### src/rtl/npu_wb_array.sv
// Wishbone-attached weight-stationary systolic NPU.
// Holds an N x N signed weight matrix and buffers up to DEPTH input vectors.
// A start command streams the batch through the array and fills a readable
// result buffer. Busy/done/ovf/err status is readable over the bus.
// Bus handshake: a transfer is accepted on the edge where stb & cyc & region
// hit are high and ack is low; that edge raises ack for exactly one cycle and
// registers read data, so a held strobe is acked every other cycle.
module npu_wb_array #(
  parameter logic [23:0] BASE_ADDR = 24'h3000_00,
  parameter int N     = 3,
  parameter int DW    = 8,
  parameter int ACC_W = 20,
  parameter int DEPTH = 8
) (
  input  logic        wb_clk_i,
  input  logic        wb_rst_i,
  input  logic        wb_stb_i,
  input  logic        wb_cyc_i,
  input  logic        wb_we_i,
  input  logic [3:0]  wb_sel_i,
  input  logic [31:0] wb_dat_i,
  input  logic [31:0] wb_adr_i,
  output logic        wb_ack_o,
  output logic [31:0] wb_dat_o
);

  localparam int NN  = N * N;
  localparam int NR  = DEPTH * N;
  localparam int DAW = (DEPTH > 1) ? $clog2(DEPTH) : 1;
  localparam int WAW = $clog2(NN);
  localparam int RAW = $clog2(NR);
  localparam int KW  = $clog2(DEPTH + 2 * N + 1);

  typedef enum logic [1:0] {S_IDLE, S_FEED, S_DRAIN} state_t;

  state_t state, state_nx;

  logic hit, acc, wr;
  logic [5:0] word;
  logic is_ctrl, is_stat, is_vec, is_w, is_res;
  logic [WAW-1:0] widx;
  logic [RAW-1:0] ridx;
  logic unused_bits;

  logic start_q, done, ovf, err, busy;
  logic [3:0] in_cnt, out_cnt;
  logic [KW-1:0] k;
  logic last_feed, last_drain, row_done;
  logic [3:0] row_cnt;
  logic [31:0] rd_data;

  logic signed [DW-1:0]    w_q    [NN];
  logic [N*DW-1:0]         in_buf [DEPTH];
  logic signed [ACC_W-1:0] res_q  [NR];
  logic signed [DW-1:0]    x_in   [N];
  logic signed [DW-1:0]    xa     [N][N];
  logic signed [ACC_W-1:0] ps     [N][N];

  assign hit  = wb_stb_i & wb_cyc_i & (wb_adr_i[31:8] == BASE_ADDR);
  assign acc  = hit & ~wb_ack_o;
  assign wr   = acc & wb_we_i;
  assign word = wb_adr_i[7:2];
  assign unused_bits = ^{wb_sel_i, wb_adr_i[1:0], wb_dat_i};

  assign is_ctrl = (word == 6'd0);
  assign is_stat = (word == 6'd1);
  assign is_vec  = (word == 6'd2);
  assign is_w    = (word[5:4] == 2'b01) && (int'(word[3:0]) < NN);
  assign is_res  = word[5] && (int'(word[4:0]) < NR);
  assign widx    = word[WAW-1:0];
  assign ridx    = word[RAW-1:0];

  assign busy       = (state != S_IDLE);
  assign last_feed  = (state == S_FEED)  && (int'(k) == int'(in_cnt) - 1);
  assign last_drain = (state == S_DRAIN) && (int'(k) == int'(in_cnt) + 2 * N - 1);
  // Bottom of the last column carries vector k-(2N-1) in cycle k.
  assign row_done   = busy && (int'(k) >= 2 * N - 1) &&
                      (int'(k) - (2 * N - 1) < int'(in_cnt));
  assign row_cnt    = 4'(int'(k) - 2 * N + 2);

  // State register.
  always_ff @(posedge wb_clk_i or posedge wb_rst_i) begin
    if (wb_rst_i) state <= S_IDLE;
    else          state <= state_nx;
  end

  // Next-state logic: FEED lasts M cycles, DRAIN lasts 2N cycles.
  always_comb begin
    state_nx = state;
    case (state)
      S_IDLE:  if (start_q && (in_cnt != 4'd0)) state_nx = S_FEED;
      S_FEED:  if (last_feed)  state_nx = S_DRAIN;
      S_DRAIN: if (last_drain) state_nx = S_IDLE;
      default: state_nx = S_IDLE;
    endcase
  end

  // Cycle index across FEED and DRAIN; zero on the first FEED cycle.
  always_ff @(posedge wb_clk_i or posedge wb_rst_i) begin
    if (wb_rst_i)              k <= '0;
    else if (state == S_IDLE)  k <= '0;
    else                       k <= k + 1'b1;
  end

  // Control, counters and sticky flags.
  always_ff @(posedge wb_clk_i or posedge wb_rst_i) begin
    if (wb_rst_i) begin
      start_q <= 1'b0;
      in_cnt  <= '0;
      out_cnt <= '0;
      done    <= 1'b0;
      ovf     <= 1'b0;
      err     <= 1'b0;
    end else begin
      start_q <= wr && is_ctrl && wb_dat_i[0] && !busy;
      if (wr && is_ctrl && wb_dat_i[1]) begin
        if (busy) err <= 1'b1;
        else begin
          in_cnt  <= '0;
          out_cnt <= '0;
          done    <= 1'b0;
          ovf     <= 1'b0;
          err     <= 1'b0;
        end
      end
      if (wr && is_vec) begin
        if (busy)                          err    <= 1'b1;
        else if (int'(in_cnt) == DEPTH)    ovf    <= 1'b1;
        else                               in_cnt <= in_cnt + 4'd1;
      end
      if (wr && is_w && busy) err <= 1'b1;
      if ((state == S_IDLE) && start_q) begin
        if (in_cnt == 4'd0) done <= 1'b1;
        else begin
          done    <= 1'b0;
          out_cnt <= '0;
        end
      end
      if (row_done) out_cnt <= row_cnt;
      if (last_drain) begin
        out_cnt <= in_cnt;
        in_cnt  <= '0;
        done    <= 1'b1;
      end
    end
  end

  // Weight registers, writable only while idle.
  always_ff @(posedge wb_clk_i or posedge wb_rst_i) begin
    if (wb_rst_i) begin
      for (int n = 0; n < NN; n++) w_q[n] <= '0;
    end else if (wr && is_w && !busy) begin
      w_q[widx] <= wb_dat_i[DW-1:0];
    end
  end

  // Skewed row inputs: row i sees vector k-i in cycle k.
  always_comb begin
    for (int i = 0; i < N; i++) begin
      x_in[i] = '0;
      if (busy && (int'(k) >= i) && (int'(k) - i < int'(in_cnt)))
        x_in[i] = in_buf[DAW'(int'(k) - i)][i*DW +: DW];
    end
  end

  // Processing elements: x moves right, partial sums move down.
  for (genvar gi = 0; gi < N; gi++) begin : g_row
    for (genvar gj = 0; gj < N; gj++) begin : g_col
      logic signed [DW-1:0]    xop;
      logic signed [ACC_W-1:0] top;
      logic signed [2*DW-1:0]  prod;
      if (gj == 0) begin : g_xl
        assign xop = x_in[gi];
      end else begin : g_xr
        assign xop = xa[gi][gj-1];
      end
      if (gi == 0) begin : g_pt
        assign top = '0;
      end else begin : g_pb
        assign top = ps[gi-1][gj];
      end
      assign prod = xop * w_q[gi*N+gj];
      // Register the passing input and the accumulated partial sum.
      always_ff @(posedge wb_clk_i or posedge wb_rst_i) begin
        if (wb_rst_i) begin
          xa[gi][gj] <= '0;
          ps[gi][gj] <= '0;
        end else begin
          xa[gi][gj] <= xop;
          ps[gi][gj] <= top + {{(ACC_W-2*DW){prod[2*DW-1]}}, prod};
        end
      end
    end
  end

  // Input buffer push and de-skewed result capture (column j lags by j).
  always_ff @(posedge wb_clk_i) begin
    if (wr && is_vec && !busy && (int'(in_cnt) != DEPTH))
      in_buf[in_cnt[DAW-1:0]] <= wb_dat_i[N*DW-1:0];
    for (int j = 0; j < N; j++) begin
      if (busy && (int'(k) >= N + j) && (int'(k) - N - j < int'(in_cnt)))
        res_q[RAW'((int'(k) - N - j) * N + j)] <= ps[N-1][j];
    end
  end

  // Read mux; results beyond out_cnt read as zero.
  always_comb begin
    rd_data = '0;
    if (is_stat)
      rd_data = {12'd0, out_cnt, 4'd0, in_cnt, 4'd0, err, ovf, done, busy};
    else if (is_w)
      rd_data = {{(32-DW){w_q[widx][DW-1]}}, w_q[widx]};
    else if (is_res && (int'(ridx) < int'(out_cnt) * N))
      rd_data = {{(32-ACC_W){res_q[ridx][ACC_W-1]}}, res_q[ridx]};
  end

  // Bus ack pulse and registered read data.
  always_ff @(posedge wb_clk_i or posedge wb_rst_i) begin
    if (wb_rst_i) begin
      wb_ack_o <= 1'b0;
      wb_dat_o <= '0;
    end else begin
      wb_ack_o <= acc;
      wb_dat_o <= (acc && !wb_we_i) ? rd_data : 32'd0;
    end
  end

endmodule

### config.mk
export PLATFORM = sky130hd
export DESIGN_NAME = npu_wb_array
export DESIGN_NICKNAME = d
export VERILOG_FILES = /design/src/rtl/npu_wb_array.sv
export SDC_FILE = /design/constraint.sdc
export NUM_CORES = 2
export LEC_CHECK = 0
export BUFFER_PORTS_ARGS = -buffer_cell sky130_fd_sc_hd__clkbuf_2
export CORE_UTILIZATION = 40
export CTS_CLUSTER_DIAMETER = 50
export CTS_CLUSTER_SIZE = 30
export DETAILED_ROUTE_END_ITERATION = 16
export SETUP_SLACK_MARGIN = 0.1
export SLEW_MARGIN = 25
export SYNTH_ARGS = -nofsm -noshare
export SYNTH_HDL_FRONTEND = slang
export SYNTH_SLANG_ARGS = --single-unit
export TNS_END_PERCENT = 10
### constraint.sdc
create_clock -name wb_clk_i -period 10.6 [get_ports wb_clk_i]
set_input_delay 0.53 -clock wb_clk_i [delete_from_list [all_inputs] [get_ports wb_clk_i]]
set_output_delay 0.53 -clock wb_clk_i [all_outputs]
set_load 0.005 [all_outputs]
# After elaboration in Yosys (flattened, before gate mapping)

Memory sizes are Yosys's and may differ from the RTL's.
Index checks and enable logic that the tools add are counted.

Register bits after elaboration: 324
RAM bits: 672
Input port bits: 73
Memories kept: 2

Memories:

| memory | depth | width | read ports | clocked after memory_dff | wr ports | line | text |
|---|---|---|---|---|---|---|---|
| res_q  | 24    | 20    | 1          | 0                        | 3        | 54   | `logic signed [ACC_W-1:0] res_q [NR];` |
| in_buf | 8     | 24    | 3          | 0                        | 1        | 53   | `logic [N*DW-1:0] in_buf [DEPTH];` |

Add/subtract/negate cells: 21
Multipliers: 13
Order comparisons: 17
Equal/unequal tests: 14
Muxes and demuxes: 53
Bitwise logic cells: 6
Reduce and logical (&&, ||, !) cells: 41

Operator list:

| cell                                                                  | count |
|---|---|
| 8-bit by 8-bit multiplier with 16-bit output                          | 9 |
| 32-bit two-way mux                                                    | 4 |
| 72-bit bitwise mux                                                    | 1 |
| 32-bit by 5-bit less-than comparator with 1-bit output                | 2 |
| 17-bit by 16-bit adder with 18-bit output                             | 3 |
| 4-bit two-way mux                                                     | 13 |
| 16-bit by 16-bit adder with 17-bit output                             | 3 |
| 8-bit two-way mux                                                     | 6 |
| 8-bit binary-select mux with 4-bit select                             | 1 |
| 8-bit demux with 4-bit select                                         | 1 |
| 1-bit logical AND                                                     | 31 |
| 24-bit by 22-bit == test with 1-bit output, second input constant     | 1 |
| 1-bit two-way mux                                                     | 23 |
| 6-bit by 5-bit less-than comparator with 1-bit output                 | 2 |
| 6-bit by 3-bit multiplier with 5-bit output, second input constant    | 2 |
| 5-bit less-than comparator                                            | 2 |
| 4-bit by 1-bit subtractor with 5-bit output, second input constant    | 2 |
| 4-bit by 2-bit subtractor with 5-bit output, second input constant    | 2 |
| 4-bit by 1-bit adder with 4-bit output, second input constant         | 2 |
| 4-bit by 2-bit >= comparator with 1-bit output, second input constant | 2 |
| 4-bit by 3-bit >= comparator with 1-bit output, second input constant | 2 |
| 5-bit by 6-bit == test with 1-bit output                              | 1 |
| 6-bit by 1-bit == test with 1-bit output, second input constant       | 1 |
| 6-bit by 2-bit == test with 1-bit output, second input constant       | 1 |
| 39 further kinds                                                      | 48 |

# Longest topological paths before layout

Word-level depth: 11
Mapped depth: 33

# Least setup slack after synthesis

OpenSTA, ideal clock, no wires.

Path type: register to register
Start: register k[0]
End: register ps, in the netlist g_row[2].g_col[0].top[15]
Arrival time: 8.324 ns
Required time: 10.520 ns
Path slack: 2.196 ns
Stages on the path, launching flop included: 30
Path buffers: 5
Period minus slack after synthesis: 8.404 ns
Cells stage by stage: dfrtp_1 buf_2 buf_1 inv_1 ha_1 clkbuf_1 xnor2_1 clkinv_1 ha_1 o21a_1 o21a_1 o21ai_0 nand3b_1 clkbuf_1 a21o_1 clkbuf_1 nor2_1 fa_1 fa_1 fa_1 inv_1 fa_1 inv_1 ha_1 ha_1 o21a_1 o21ai_0 o311ai_0 o41ai_1 xnor2_1

Cells in the longest elaborated chain, start to end: 6
Elaborated cells on any way between the ends: 9

Ends and longest elaborated chain:

| item                                                                                                                 | line     | text |
|---|---|---|
| from (decl)                                                                                                          | 47       | `logic [KW-1:0] k;` |
| from (signal assigned)                                                                                               | 102      | `else k <= k + 1'b1;` |
| 4-bit by 1-bit subtractor with 5-bit output / 4-bit by 1-bit >= comparator with 1-bit output (equally long branches) | 162, 161 |  |
| 32-bit by 5-bit less-than comparator with 1-bit output / 1-bit logical AND (equally long branches)                   | 161      | `if (busy && (int'(k) >= i) && (int'(k) - i < int'(in_cnt)))` |
| 1-bit logical AND                                                                                                    | 161      |  |
| 8-bit two-way mux (*)                                                                                                | 161      |  |
| 8-bit by 8-bit multiplier with 16-bit output (*)                                                                     | 182      | `assign prod = xop * w_q[gi*N+gj];` |
| 16-bit by 16-bit adder with 17-bit output (*)                                                                        | 190      | `ps[gi][gj] <= top + {{(ACC_W-2*DW){prod[2*DW-1]}}, prod};` |
| to (signal, indexed assignment)                                                                                      | 190      |  |
| to (decl)                                                                                                            | 57       | `logic signed [ACC_W-1:0] ps [N][N];` |

Every way passes the cells marked *; elsewhere a longest branch is shown, timed or not.
A chain may end at the register's enable or synchronous reset.

# Worst setup path after layout

Start: register k[0]
End: register ps, in the netlist g_row[2].g_col[0].top[14]

The elaborated chain is that of the path after synthesis.

==> out/results.ini <==
[global_routing]
grt_max_degree=79
grt_pass1_wl_mm=294
antenna_found_initial=3
grt.total_usage_pct=20.9
grt-ovfl-total=0
grt_pass1_vias=47400

[yosys]
ys_seq_area_share_pct=36.3
yosys_register_bits=937
ys_warn_count=0
netlist.area_leader.share_pct=25.6
synthArstFlopShare_pct=33.4
synth.distinct_cells=81
syn_area_um2=73200
syn-num-nets=7167
synth.avg_cell_area_um2=12.1
synth_fa_ha_area_share_pct=24.1
yosys.area.top_type=edfxtp_1
synth_xor_area_share_pct=2.11
synthTopCellsByArea=edfxtp_1 (26%), fa_1 (17%), dfrtp_1 (11%)
muxShareOfSynthArea_pct=18.7
yosysMostFrequentCell=inv_1
synth_commonest_cells=inv_1 (821), fa_1 (636), edfxtp_1 (624), mux2_2 (620), ha_1 (395)
synth-compound-area-share_pct=4.54
synth_ff_type=edfxtp_1
synth_edf_count=624
synth_simple_gate_area_share_pct=7.93
synth_top_family_by_area=adder cells
syn_inst=6063

[cells_and_area]
design_area_um2=80000
layout-area-overhead-vs-synth_pct=9.15
final_core_util_pct=44.1
drive_above_1_share_pct=20.7
n_fill_cell=16600
final_nets=7122

[critical_path]
crit_path_start_kind=register
cp_data_arrival_time_ns=9.22
cp_max_fo=15
path_class=reg2reg
cp-end-kind=register
cp.required_ns=11.21

[die]
die_area_um2=185000
start_util_pct=40.4
row_count=156
die_w_um=430
fp.dieH_um=430
io_pins=106
core_area_um2=181000

[place]
dp_hpwl_mm=132
gp_congestion=0.844
place_area_um2=76000
portBuffers=91

[clock_tree]
htree_levels=3
tritoncts=built
cts-resized-gates=0
cts_sinks=937
clockRootBuffer=clkbuf_16
clk_latency_ns=0.76
cts_buffers=104
clk_pin_slew_ns=0.08
clock_path_buffers=3
cts_setup_buffers=0
cts_hold_buffers=1

[timing]
timing.setup.tns_ns=0
relSlewSlack_pct=27.2
finalMaxSlewViolations=0
period_share_pct=81.3
fmax_ghz=0.116
worst_pin_slew_ns=1.09
fin_worst_skew_ns=0.0262
timing_hold_violations_final=0
post-route-min-period_ns=8.61
setup_violations=0
rsz0062_at_grt=false

[detailed_routing]
drtIter0Drc=3232
wl_per_cell_um=22.6
routed_via_density=5.38
via_count=45600
wl_mm=192
final_antenna_net_count=0
drc=0
dr.pass1.iters=6

[power]
peakVddDrop_mv=0.154
p_per_area_nw_per_um2=101
power_leakage_nw=35.0

[run]
max_cap_violations=0

[run_status]
status=complete, no violations

[hold_path]
hp-class=in2reg

-- cells in the final DEF, fill, tap and decap left out, types with 28 or more instances in the layout --
cell,n
dfrtp_1,311
xnor2_1,133
o21ai_0,80
mux2i_1,175
mux4_2,190
buf_4,94
edfxtp_1,624
nand3_1,28
xor2_1,30
nand2b_1,66
mux2_1,31
fa_1,636
clkbuf_2,88
nand4_1,33
a21oi_1,260
nor2_1,306
ha_1,395
o211ai_1,33
inv_1,820
mux2_2,620
and2_1,288
clkbuf_16,106
nand2_1,330
-- metal layers --
| layer | up-vias | part of all wire [%] | track usage [%] |
|---|---|---|---|
| li1 | 20600 | - | - |
| met1 | 23500 | 42 | 27.2 |
| met2 | 1213 | 49 | 35.3 |
| met3 | 320 | 5.3 | 3.03 |
| met4 | 0 | 3.8 | 7.38 |
| met5 | - | 0 | 0 |
-- state kept, by name, summed over array words and instances, names as in the netlist, 2 cells and up --
| name | cells |
|---|---|
| g_row.g_col.xop | 48 |
| w_q | 72 |
| state | 2 |
| ps | 54 |
| wb_dat_o | 21 |
| res_q | 432 |
| out_cnt | 4 |
| in_buf | 192 |
| in_cnt | 4 |
| g_row.g_col.top | 99 |
| k | 4 |
-- kinds of logic after synthesis --
| family | count (synthesis) |
|---|---|
| compound gates | 539 |
| xor+xnor | 168 |
| fa+ha+maj | 1031 |
| buf+inv | 1163 |
| flops | 937 |
| mux | 1040 |
| simple gates | 1185 |
-- stage by stage --
stage                     power [mW]  cells  hold WS, ns  setup WS (ns)
after floorplan                 4.03   6063        0.432           1.41
after global placement          4.10   8279        0.466           2.22
after detailed placement        4.10   8279        0.488           2.07
after CTS                       8.11   8476      0.00411           2.05
after global routing            8.25   8479       0.0300           1.42
final                           8.05   8480       0.0705           1.99
-- final timing paths --
kind                                    from                         to  slack (ns)  depth (start not counted)
worst max-delay path                    k[0]  g_row[2].g_col[0].top[14]        1.99                         25
worst min-delay path            wb_dat_i[19]              in_buf[6][19]        0.07                          1
worst max register to register          k[0]  g_row[2].g_col[0].top[14]        1.99                         25
worst min register to register           err                        err        0.50                          2
max in group asynchronous           wb_rst_i                       k[0]        8.15                          5
min in group asynchronous           wb_rst_i  g_row[1].g_col[2].top[15]        0.44                          3
-- power by group --
part	switching (mW)	total (mW)	leakage [nW]	internal, mW
clock	1.81	4.03	1.85	2.21
combinational	0.108	0.148	22.8	0.0395
sequential	0.0000000908	3.88	10.3	3.88
total	1.92	8.05	35.0	6.13
-- cell type report --
cell class              instances  area, um2  area share [%]
flip-flops and latches        937      26600            33.2
inverters                     823       3100            3.87
well taps                    2370       2970            3.71
repair buffers                189       1240            1.56
multi-input cells            3963      42200            52.8
diodes                          2       5.00         0.00626
clock buffers                 114       2710            3.39
clock inverters                82       1150            1.44
-- worst max-delay path: stages, from the launching register on --
cell and delay (ns):
dfrtp_4 0.57, inv_1 0.22, ha_1 0.50, xnor2_1 0.18, buf_4 0.23, clkinv_1 0.36, ha_1 0.42, o21a_1 0.11
o21a_1 0.16, o21ai_0 0.15, nand3b_1 0.41, a21o_1 0.43, nor2_1 0.78, fa_1 0.58, fa_1 0.51, fa_1 0.54
inv_1 0.05, fa_1 0.47, inv_1 0.04, ha_1 0.26, ha_1 0.32, a21boi_0 0.18, o31a_1 0.31, o21bai_1 0.26
nand2_1 0.11, o311ai_0 0.33
(Power assumes the default switching activity.)
